[config.mk]
export PLATFORM = sky130hd
export DESIGN_NAME = writeback_arbiter_flat
export DESIGN_NICKNAME = d
export VERILOG_FILES = /design/src/rtl/writeback_arbiter_if.sv /design/src/rtl/writeback_arbiter.sv /design/src/flat_wrapper.sv
export SDC_FILE = /design/constraint.sdc
export NUM_CORES = 1
export LEC_CHECK = 0
export ABC_AREA = 0
export CORE_MARGIN = 5
export CORE_UTILIZATION = 37
export DETAILED_ROUTE_END_ITERATION = 16
export PLACE_DENSITY = 0.85
export SETUP_SLACK_MARGIN = 0.4
export SLEW_MARGIN = 20
export SYNTH_ARGS = -nofsm -noshare
export SYNTH_HDL_FRONTEND = slang
export SYNTH_SLANG_ARGS = --single-unit
[constraint.sdc]
create_clock -name clk -period 1.9 [get_ports clk]
set_clock_uncertainty 0.05 [all_clocks]
set_input_delay 0.285 -clock clk [delete_from_list [all_inputs] [get_ports clk]]
set_output_delay 0.285 -clock clk [all_outputs]
set_load 0.005 [all_outputs]
[src/rtl/writeback_arbiter_if.sv]
// Write-back handshake bundle: pipeline producer, long-latency producer and
// register file write port. The producers/bench use master; the arbiter uses slave.
interface writeback_arbiter_if;
  logic        pValid;
  logic        pReady;
  logic [4:0]  pDest;
  logic        pRegWrite;
  logic        pMemToReg;
  logic [2:0]  pLoadType;
  logic [1:0]  pAddrLow;
  logic [31:0] pAluResult;
  logic [31:0] pMemData;
  logic        lValid;
  logic        lReady;
  logic [4:0]  lDest;
  logic [31:0] lData;
  logic [4:0]  writeRegister;
  logic [31:0] writeData;
  logic        regWrite;

  modport master (
    output pValid, pDest, pRegWrite, pMemToReg, pLoadType, pAddrLow,
           pAluResult, pMemData, lValid, lDest, lData,
    input  pReady, lReady, writeRegister, writeData, regWrite
  );

  modport slave (
    input  pValid, pDest, pRegWrite, pMemToReg, pLoadType, pAddrLow,
           pAluResult, pMemData, lValid, lDest, lData,
    output pReady, lReady, writeRegister, writeData, regWrite
  );
endinterface

[src/rtl/writeback_arbiter.sv]
// Write-back arbiter: picks between the main pipeline and the long-latency
// unit, aligns/extends load data, blocks writes to r0 and registers the
// register file write port. The pipeline has priority until the long-latency
// producer has lost MAX_WAIT arbitrations in a row, then it is forced through.
// Optional: define WB_PERF_EN to add commitCount/stallCount outputs.
module writeback_arbiter #(
  parameter int MAX_WAIT = 4,
  parameter int WAIT_W   = 4
) (
  input  logic                  clk,
  input  logic                  rst_n,
  writeback_arbiter_if.slave    wb
`ifdef WB_PERF_EN
  ,
  output logic [31:0]           commitCount,
  output logic [31:0]           stallCount
`endif
);

  localparam logic [WAIT_W-1:0] MAX_CNT = WAIT_W'(MAX_WAIT);

  typedef enum logic [2:0] {
    LD_W  = 3'b000,
    LD_B  = 3'b001,
    LD_BU = 3'b010,
    LD_H  = 3'b011,
    LD_HU = 3'b100
  } load_t;

  logic [WAIT_W-1:0] waitCnt;
  logic              forced;
  logic              pAccept;
  logic              lAccept;
  logic [7:0]        loadByte;
  logic [15:0]       loadHalf;
  logic [31:0]       loadValue;
  logic [31:0]       pData;

  // Ready generation; both readies are held low while reset is asserted.
  always_comb begin
    forced    = (waitCnt == MAX_CNT) && wb.lValid;
    wb.pReady = rst_n && !forced;
    wb.lReady = rst_n && wb.lValid && (forced || !wb.pValid);
    pAccept   = wb.pValid && wb.pReady;
    lAccept   = wb.lValid && wb.lReady;
  end

  // Little-endian load alignment and sign/zero extension.
  always_comb begin
    loadByte  = 8'h00;
    loadHalf  = wb.pAddrLow[1] ? wb.pMemData[31:16] : wb.pMemData[15:0];
    loadValue = wb.pMemData;
    case (wb.pAddrLow)
      2'd0:    loadByte = wb.pMemData[7:0];
      2'd1:    loadByte = wb.pMemData[15:8];
      2'd2:    loadByte = wb.pMemData[23:16];
      default: loadByte = wb.pMemData[31:24];
    endcase
    case (load_t'(wb.pLoadType))
      LD_B:    loadValue = {{24{loadByte[7]}}, loadByte};
      LD_BU:   loadValue = {24'h000000, loadByte};
      LD_H:    loadValue = {{16{loadHalf[15]}}, loadHalf};
      LD_HU:   loadValue = {16'h0000, loadHalf};
      default: loadValue = wb.pMemData;
    endcase
    pData = wb.pMemToReg ? loadValue : wb.pAluResult;
  end

  // Starvation counter: counts consecutive lost arbitrations, saturating.
  always_ff @(posedge clk or negedge rst_n) begin
    if (!rst_n) begin
      waitCnt <= '0;
    end else if (!wb.lValid || lAccept) begin
      waitCnt <= '0;
    end else if (waitCnt != MAX_CNT) begin
      waitCnt <= waitCnt + 1'b1;
    end
  end

  // Registered register-file write port; address/data hold between accepts.
  always_ff @(posedge clk or negedge rst_n) begin
    if (!rst_n) begin
      wb.writeRegister <= 5'd0;
      wb.writeData     <= 32'd0;
      wb.regWrite      <= 1'b0;
    end else if (pAccept) begin
      wb.writeRegister <= wb.pDest;
      wb.writeData     <= pData;
      wb.regWrite      <= wb.pRegWrite && (wb.pDest != 5'd0);
    end else if (lAccept) begin
      wb.writeRegister <= wb.lDest;
      wb.writeData     <= wb.lData;
      wb.regWrite      <= (wb.lDest != 5'd0);
    end else begin
      wb.regWrite      <= 1'b0;
    end
  end

`ifdef WB_PERF_EN
  logic commitNext;
  logic stallNow;

  // Performance event decode for the counters below.
  always_comb begin
    commitNext = (pAccept && wb.pRegWrite && (wb.pDest != 5'd0)) ||
                 (lAccept && (wb.lDest != 5'd0));
    stallNow   = (wb.lValid && !wb.lReady) || (wb.pValid && !wb.pReady);
  end

  // Free-running, wrapping commit and stall counters.
  always_ff @(posedge clk or negedge rst_n) begin
    if (!rst_n) begin
      commitCount <= 32'd0;
      stallCount  <= 32'd0;
    end else begin
      if (commitNext) commitCount <= commitCount + 32'd1;
      if (stallNow)   stallCount  <= stallCount + 32'd1;
    end
  end
`endif

endmodule

[src/flat_wrapper.sv]
// flat-port wrapper written by rule: the top's interface ports become plain ports
module writeback_arbiter_flat 
#(
  parameter int MAX_WAIT = 4,
  parameter int WAIT_W   = 4
)
  (clk, rst_n, wb_pValid, wb_pDest, wb_pRegWrite, wb_pMemToReg, wb_pLoadType, wb_pAddrLow, wb_pAluResult, wb_pMemData, wb_lValid, wb_lDest, wb_lData, wb_pReady, wb_lReady, wb_writeRegister, wb_writeData, wb_regWrite);
  writeback_arbiter_if wb_i ();
  input  logic clk;
  input  logic rst_n;
  input wire logic [$bits(wb_i.pValid)-1:0] wb_pValid;
  input wire logic [$bits(wb_i.pDest)-1:0] wb_pDest;
  input wire logic [$bits(wb_i.pRegWrite)-1:0] wb_pRegWrite;
  input wire logic [$bits(wb_i.pMemToReg)-1:0] wb_pMemToReg;
  input wire logic [$bits(wb_i.pLoadType)-1:0] wb_pLoadType;
  input wire logic [$bits(wb_i.pAddrLow)-1:0] wb_pAddrLow;
  input wire logic [$bits(wb_i.pAluResult)-1:0] wb_pAluResult;
  input wire logic [$bits(wb_i.pMemData)-1:0] wb_pMemData;
  input wire logic [$bits(wb_i.lValid)-1:0] wb_lValid;
  input wire logic [$bits(wb_i.lDest)-1:0] wb_lDest;
  input wire logic [$bits(wb_i.lData)-1:0] wb_lData;
  output wire logic [$bits(wb_i.pReady)-1:0] wb_pReady;
  output wire logic [$bits(wb_i.lReady)-1:0] wb_lReady;
  output wire logic [$bits(wb_i.writeRegister)-1:0] wb_writeRegister;
  output wire logic [$bits(wb_i.writeData)-1:0] wb_writeData;
  output wire logic [$bits(wb_i.regWrite)-1:0] wb_regWrite;
  assign wb_i.pValid = wb_pValid;
  assign wb_i.pDest = wb_pDest;
  assign wb_i.pRegWrite = wb_pRegWrite;
  assign wb_i.pMemToReg = wb_pMemToReg;
  assign wb_i.pLoadType = wb_pLoadType;
  assign wb_i.pAddrLow = wb_pAddrLow;
  assign wb_i.pAluResult = wb_pAluResult;
  assign wb_i.pMemData = wb_pMemData;
  assign wb_i.lValid = wb_lValid;
  assign wb_i.lDest = wb_lDest;
  assign wb_i.lData = wb_lData;
  assign wb_pReady = wb_i.pReady;
  assign wb_lReady = wb_i.lReady;
  assign wb_writeRegister = wb_i.writeRegister;
  assign wb_writeData = wb_i.writeData;
  assign wb_regWrite = wb_i.regWrite;
  writeback_arbiter #(.MAX_WAIT(MAX_WAIT), .WAIT_W(WAIT_W)) u_core (.clk(clk), .rst_n(rst_n), .wb(wb_i));
endmodule
Yosys cells after proc, flatten, opt, wreduce, memory -nomap -nowiden
Cells that the tools add are included.

Add/subtract/negate cells: 1. Divide/modulo/power cells: 0. Magnitude comparators: 0. Shift operators: 0. Bitwise operators: 0. Eq/ne operators: 8. Mux-type cells: 12. Reduce and logical (&&, ||, !) cells: 17. Multiply operators: 0.

Operators with widths (count): 32-bit case mux with 4 select lines (1); 32-bit 2-to-1 mux (3); 8-bit case mux with 3 select lines (1); 16-bit 2-to-1 mux (1); 5-bit 2-to-1 mux (2); 5-bit nonzero test (2); 4-bit 2-to-1 mux (2); 1-bit logical AND (7); 3-bit by 2-bit equality test with 1-bit output (second input constant) (2); 4-bit by 1-bit adder with 4-bit output (second input constant) (1); 4-bit by 3-bit equality test with 1-bit output (second input constant) (1); 4-bit by 3-bit != test with 1-bit output (second input constant) (1); 2-bit nonzero test (2); 3-bit by 1-bit equality test with 1-bit output (second input constant) (1); 3-bit equality test (second input constant) (1); 1-bit logical NOT (3); 2-bit by 1-bit equality test with 1-bit output (second input constant) (1); 2-bit equality test (second input constant) (1); 2-bit logical NOT (1); 1-bit logical OR (2); 1-bit 2-to-1 mux (2).

Latch bits: 0. Memory bits (writable): 0. Bits in registers: 42. Logic and storage cells: 42. Memory bits (read-only): 0. Input bits: 117. Output and inout bits: 40. Memories: 0.

Depth between registers and ports, before layout
Word-level depth: 7. Depth in mapped cells: 10. Mapped depth without buffers: 8.

Least setup slack after synthesis
OpenSTA, ideal clock, no wires.

Path type: register -> register. Start point: reg u_core.waitCnt[0]. End point: reg u_core.wb.writeRegister[4]. Period minus slack after synthesis: 1887 ps. Required time: 1723 ps. Cell stages (with the launch flop): 9. Path buffers: 1. Arrival: 1710 ps. Setup slack: 13 ps. Setup time: 127 ps. Cells stage by stage: dfrtp_1 -> inv_1 -> ha_1 -> nand3b_1 -> a21o_1 -> inv_1 -> clkbuf_1 -> a222oi_1 -> inv_1.

Word-level cells in the longest chain between the ends: 6. Elaborated cells between the ends (all ways): 10. Those cells by class: eq/ne (1); mux (1); reduce/logical (8).

RTL lines: start, declared (RTL line writeback_arbiter.sv:30) `logic [WAIT_W-1:0] waitCnt;`; start signal, assigned (RTL line writeback_arbiter.sv:76) `waitCnt <= waitCnt + 1'b1;`; 4-bit by 3-bit equality test with 1-bit output (RTL line writeback_arbiter.sv:41) `forced = (waitCnt == MAX_CNT) && wb.lValid;`; 1-bit logical AND (RTL line writeback_arbiter.sv:41); 1-bit logical OR (RTL line writeback_arbiter.sv:43) `wb.lReady = rst_n && wb.lValid && (forced || !wb.pValid);`; 1-bit logical AND (RTL line writeback_arbiter.sv:43); via wb_lReady (RTL line flat_wrapper.sv:23) `output wire logic [$bits(wb_i.lReady)-1:0] wb_lReady;`; 1-bit logical AND (RTL line writeback_arbiter.sv:45) `lAccept = wb.lValid && wb.lReady;`; 2-bit nonzero test (no line); end signal, assigned (RTL line writeback_arbiter.sv:87) `wb.writeRegister <= wb.pDest;`; end signal, assigned (RTL line writeback_arbiter.sv:91) `wb.writeRegister <= wb.lDest;`; end, declared (RTL line writeback_arbiter_if.sv:30) `output pReady, lReady, writeRegister, writeData, regWrite`.

The timed path passes the listed nets, and every way through them passes these cells. A chain may end at the register's enable or synchronous reset.

Final worst setup path
Start point: reg u_core.waitCnt[0]. End point: reg u_core.wb.writeData[0].

Word-level cells in the longest chain between the ends: 6. Elaborated cells between the ends (all ways): 10. Those cells by class: eq/ne (1); mux (1); reduce/logical (8).

RTL lines: 4-bit by 3-bit equality test with 1-bit output * (RTL line writeback_arbiter.sv:41); 1-bit logical AND * (RTL line writeback_arbiter.sv:41); 1-bit logical NOT / 1-bit logical OR (equally long branches) (RTL line writeback_arbiter.sv:42, writeback_arbiter.sv:43); 1-bit logical AND (on tied branches) (RTL line writeback_arbiter.sv:42, writeback_arbiter.sv:43); 1-bit logical AND (on tied branches) (RTL line writeback_arbiter.sv:44, writeback_arbiter.sv:45); 32-bit 2-to-1 mux / 2-bit nonzero test (equally long branches); end signal, assigned (RTL line writeback_arbiter.sv:88) `wb.writeData <= pData;`; end signal, assigned (RTL line writeback_arbiter.sv:92) `wb.writeData <= wb.lData;`; end, declared (RTL line writeback_arbiter_if.sv:30).

Mark *: on every way between the ends. The rest lies on a longest branch, timed or not.

==> key figures <==
Run status
  – Outcome: complete, no violations

Critical path
  – Startpoint Class: flop
  – Worst EP arrival: 2.02 ns
  – Maximum net fanout on the critical path: 6
  – Required time reported for the critical path endpoint: 2.04 ns
  – Number of cells on the worst reg-to-reg path: 9
  – Category of the worst setup path capture point: flop
  – Worst reg2reg path endpoint: u_core.wb.writeData[0]
  – Critical path type: flop to flop
  – Setup slack of the worst register-to-register path: 0.02 ns
  – Origin of the critical flop-to-flop path: u_core.waitCnt[0]

Logic synthesis
  – Share of synthesized registers carrying an async set or reset: 100%
  – Top FF cell, synth: sky130_fd_sc_hd__dfrtp_1
  – Synth area leaders: sky130_fd_sc_hd__dfrtp_1 33%, sky130_fd_sc_hd__o22ai_1 5.9%, sky130_fd_sc_hd__nand2_1 4.9%
  – Number of enable-type register cells in the synthesized netlist: 0
  – Synth Area per Inst: 8.73 µm²
  – Syn Inst Count: 363
  – Flops & latches, synth: 42
  – Post-synthesis net count: 482
  – Share of synthesized area occupied by flip-flops and latches: 33.2%
  – Post-Synthesis Cell Area: 3170 µm²
  – Share of the synthesized area in the top cell type: 33.2%
  – Yosys cell types: 54
  – Yosys synthesis warning count: 0
  – Cell taking the most area after synthesis: sky130_fd_sc_hd__dfrtp_1

Route
  – Total Routed Length: 15000 µm
  – Total vias in the final route: 4162
  – DRC violation count after routing: 0
  – Detailed-route vias per instance: 5.97
  – First-pass iteration count of the detailed router: 5
  – Count of nets left with antenna violations after detail routing: 0
  – Number of DRC markers in iteration 0: 341
  – Post-detailed-route wirelength per cell: 21.4 µm

GRT
  – GRT Max-Usage Layer: met2
  – Met1 Resource Use GR: 30.7%
  – Antenna violations before repair: 0
  – Met2 usage in global routing: 44.5%
  – GR Overflow Total: 0
  – Maximum number of pins on one net before global-route repair: 44
  – GRT Util Overall: 25.5%
  – First-pass GRT wire length: 21000 µm
  – Met3 Track Usage GR: 5.48%
  – Vias in the first global route: 4125

Floorplan
  – Die height: 103 µm
  – Floorplan core area: 8300 µm²
  – Initial core utilization: 38.2%
  – Width of the chip: 103 µm
  – Rows: 33
  – Area of the die: 10500 µm²
  – Num ports: 157

Final layout
  – Count of antenna diodes in the layout: 0
  – Commonest non-fill, non-tap cell in the layout: sky130_fd_sc_hd__clkdlybuf4s50_1
  – Fill cells: 543
  – Fraction of layout cells with a size suffix above 1: 34.0%
  – Highest-count cells in the layout ignoring fill and taps: 107 x sky130_fd_sc_hd__clkdlybuf4s50_1, 67 x sky130_fd_sc_hd__buf_4, 42 x sky130_fd_sc_hd__dfrtp_1, 39 x sky130_fd_sc_hd__nand2_1, 38 x sky130_fd_sc_hd__nor2_1
  – Area grow syn2layout: 92.7%
  – Finished layout cell area: 6110 µm²
  – Number of nets in the layout: 710

Place
  – DP HPWL: 10200 µm
  – Count of buffers inserted at the top-level ports: 156
  – GPL Wtd Cong: 0.920
  – Setup slack at placement: -0.384 ns
  – Placed Instance Area: 5200 µm²

Timing
  – Unrepaired setup endpoints after global routing: yes
  – Total count of hold-check failures in the final report: 0
  – Final critical-path required period: 1.88 ns
  – Final setup violating endpoints: 0
  – Slew at the pin with the worst max-slew slack: 0.563 ns
  – Maximum clock frequency: 531 MHz
  – Post-route setup slack: 0.0154 ns
  – Slew headroom: 62.5%
  – Final clock period utilization by the worst path: 99.2%
  – Final Slew Violations: 0

Clocking
  – Clock sink count: 42
  – Clock Tree Root: sky130_fd_sc_hd__clkbuf_8
  – CTS tree: yes
  – Largest buffer count on any clock path: 2
  – Clock-pin slew of the registers on the worst-case setup and hold paths: 0.08 ns
  – Cts bufs inserted: 5
  – Clk_lat worst skew: 0.30 ns
  – Level count of the clock H-tree: 2

Pwr
  – Worst IR Drop VDD: 0.000301 V
  – Power per unit of standard cell area: 550 nW/µm²
  – P_leak: 2.65 nW
  – Total power consumption of the routed design: 3.36 mW

Flow run
  – Number of maximum-capacitance violations: 0

Hold path
  – Class of the most critical hold timing path: input port to asynchronous set/reset pin
[synth_stat cells (3+ instances only)]
library cell,count
sky130_fd_sc_hd__or3_1,6
sky130_fd_sc_hd__nand2_1,41
sky130_fd_sc_hd__o31a_1,5
sky130_fd_sc_hd__nor2_1,41
sky130_fd_sc_hd__a211oi_1,12
sky130_fd_sc_hd__nand2b_1,3
sky130_fd_sc_hd__a211oi_2,10
sky130_fd_sc_hd__o221ai_1,5
sky130_fd_sc_hd__a221oi_1,6
sky130_fd_sc_hd__a21oi_1,9
sky130_fd_sc_hd__clkbuf_1,16
sky130_fd_sc_hd__o311ai_0,6
sky130_fd_sc_hd__dfrtp_1,42
sky130_fd_sc_hd__and3_1,4
sky130_fd_sc_hd__and2_1,3
sky130_fd_sc_hd__o22ai_1,30
sky130_fd_sc_hd__buf_2,9
sky130_fd_sc_hd__nor2b_1,6
sky130_fd_sc_hd__mux2i_1,10
sky130_fd_sc_hd__a22oi_1,13
sky130_fd_sc_hd__mux2_2,13
sky130_fd_sc_hd__a222oi_1,5
sky130_fd_sc_hd__nand3_1,4
sky130_fd_sc_hd__a21o_1,3
sky130_fd_sc_hd__inv_1,10
sky130_fd_sc_hd__o21ai_0,10
[layer usage]
| layer | routed length [µm] | up-vias | share of wire (%) |
|---|---|---|---|
| li1 | - | 1842 | - |
| met1 | 5560 | 2022 | 37 |
| met2 | 7480 | 247 | 50 |
| met3 | 1340 | 51 | 8.9 |
| met4 | 578 | 0 | 3.9 |
| met5 | 0 | - | 0 |
[flip-flops by register name, summed over array words and instances, names as in the netlist]
signal	cells
u_core.wb.regWrite	1
u_core.waitCnt	4
u_core.wb.writeData	32
u_core.wb.writeRegister	5
[cells by family after synthesis]
kind of cell,Yosys count,share of synthesized area (%)
AOI/OAI and AO/OA,127,30.9
and+or+nand+nor,122,18.6
DFF,42,33.2
buffers and inverters,40,5.72
muxes,25,9.20
xor gates and xnor gates,5,1.62
adders and majority gates,2,0.789
[how the worst max path moves through the flow]
stage | startpoint | to | slack, ns | cells past startpoint
after detailed placement | wb_pAddrLow[1] | u_core.wb.writeData[11] | -0.38 | 8
after global placement | wb_pAddrLow[1] | u_core.wb.writeData[15] | -0.38 | 6
after floorplan | u_core.waitCnt[0] | u_core.wb.writeRegister[4] | 0.16 | 8
after CTS | u_core.waitCnt[1] | u_core.wb.writeData[27] | 0.12 | 9
after global routing | u_core.waitCnt[1] | u_core.wb.writeData[0] | -0.07 | 9
final | u_core.waitCnt[0] | u_core.wb.writeData[0] | 0.02 | 9
[layout make-up]
type	count	area (µm²)	area share [%]
clock inverters	2	37.5	0.615
multi-input cells	282	2340	38.3
well taps	105	131	2.15
flip-flops and latches	42	1050	17.2
repair buffers	250	2440	39.9
inverters	10	40.0	0.655
clock buffers	6	72.6	1.19
[metrics by stage]
| step | TNS [ns] | hold WS [ns] | utilization, % | instances |
|---|---|---|---|---|
| 3_5_place_dp | -9.81 | 0.0722 | 62.6 | 648 |
| 2_1_floorplan | 0 | -0.0606 | - | 363 |
| 6_report | 0 | 0.191 | 73.6 | 697 |
| 5_1_grt | -0.347 | 0.255 | 73.6 | 697 |
| 4_1_cts | 0 | 0.178 | 69.0 | 678 |
| 3_3_place_gp | -8.07 | 0.0703 | 62.6 | 648 |
[report_power, final]
group,switching (mW),internal [mW],total (mW)
registers,0.0760,1.03,1.11
clock network,0.338,0.393,0.730
logic,0.656,0.868,1.52
total,1.07,2.29,3.36
[critical path, stage by stage (launching register included)]
cell	delay (ns)
sky130_fd_sc_hd__dfrtp_1	0.38
sky130_fd_sc_hd__inv_2	0.06
sky130_fd_sc_hd__ha_4	0.15
sky130_fd_sc_hd__nand4b_1	0.14
sky130_fd_sc_hd__buf_4	0.15
sky130_fd_sc_hd__buf_6	0.10
sky130_fd_sc_hd__nand3_4	0.07
sky130_fd_sc_hd__a21o_1	0.21
sky130_fd_sc_hd__or3_1	0.37
sky130_fd_sc_hd__o311ai_1	0.11
[timing repair]
item,in CTS,in global routing
gates cloned,3,2
pin swaps,20,15
gates resized for setup,95,74
setup buffers,18,17
hold buffers,1,0
endpoints found under the hold margin,1,0
setup endpoints to repair,68,59
(Power assumes the default switching activity.)
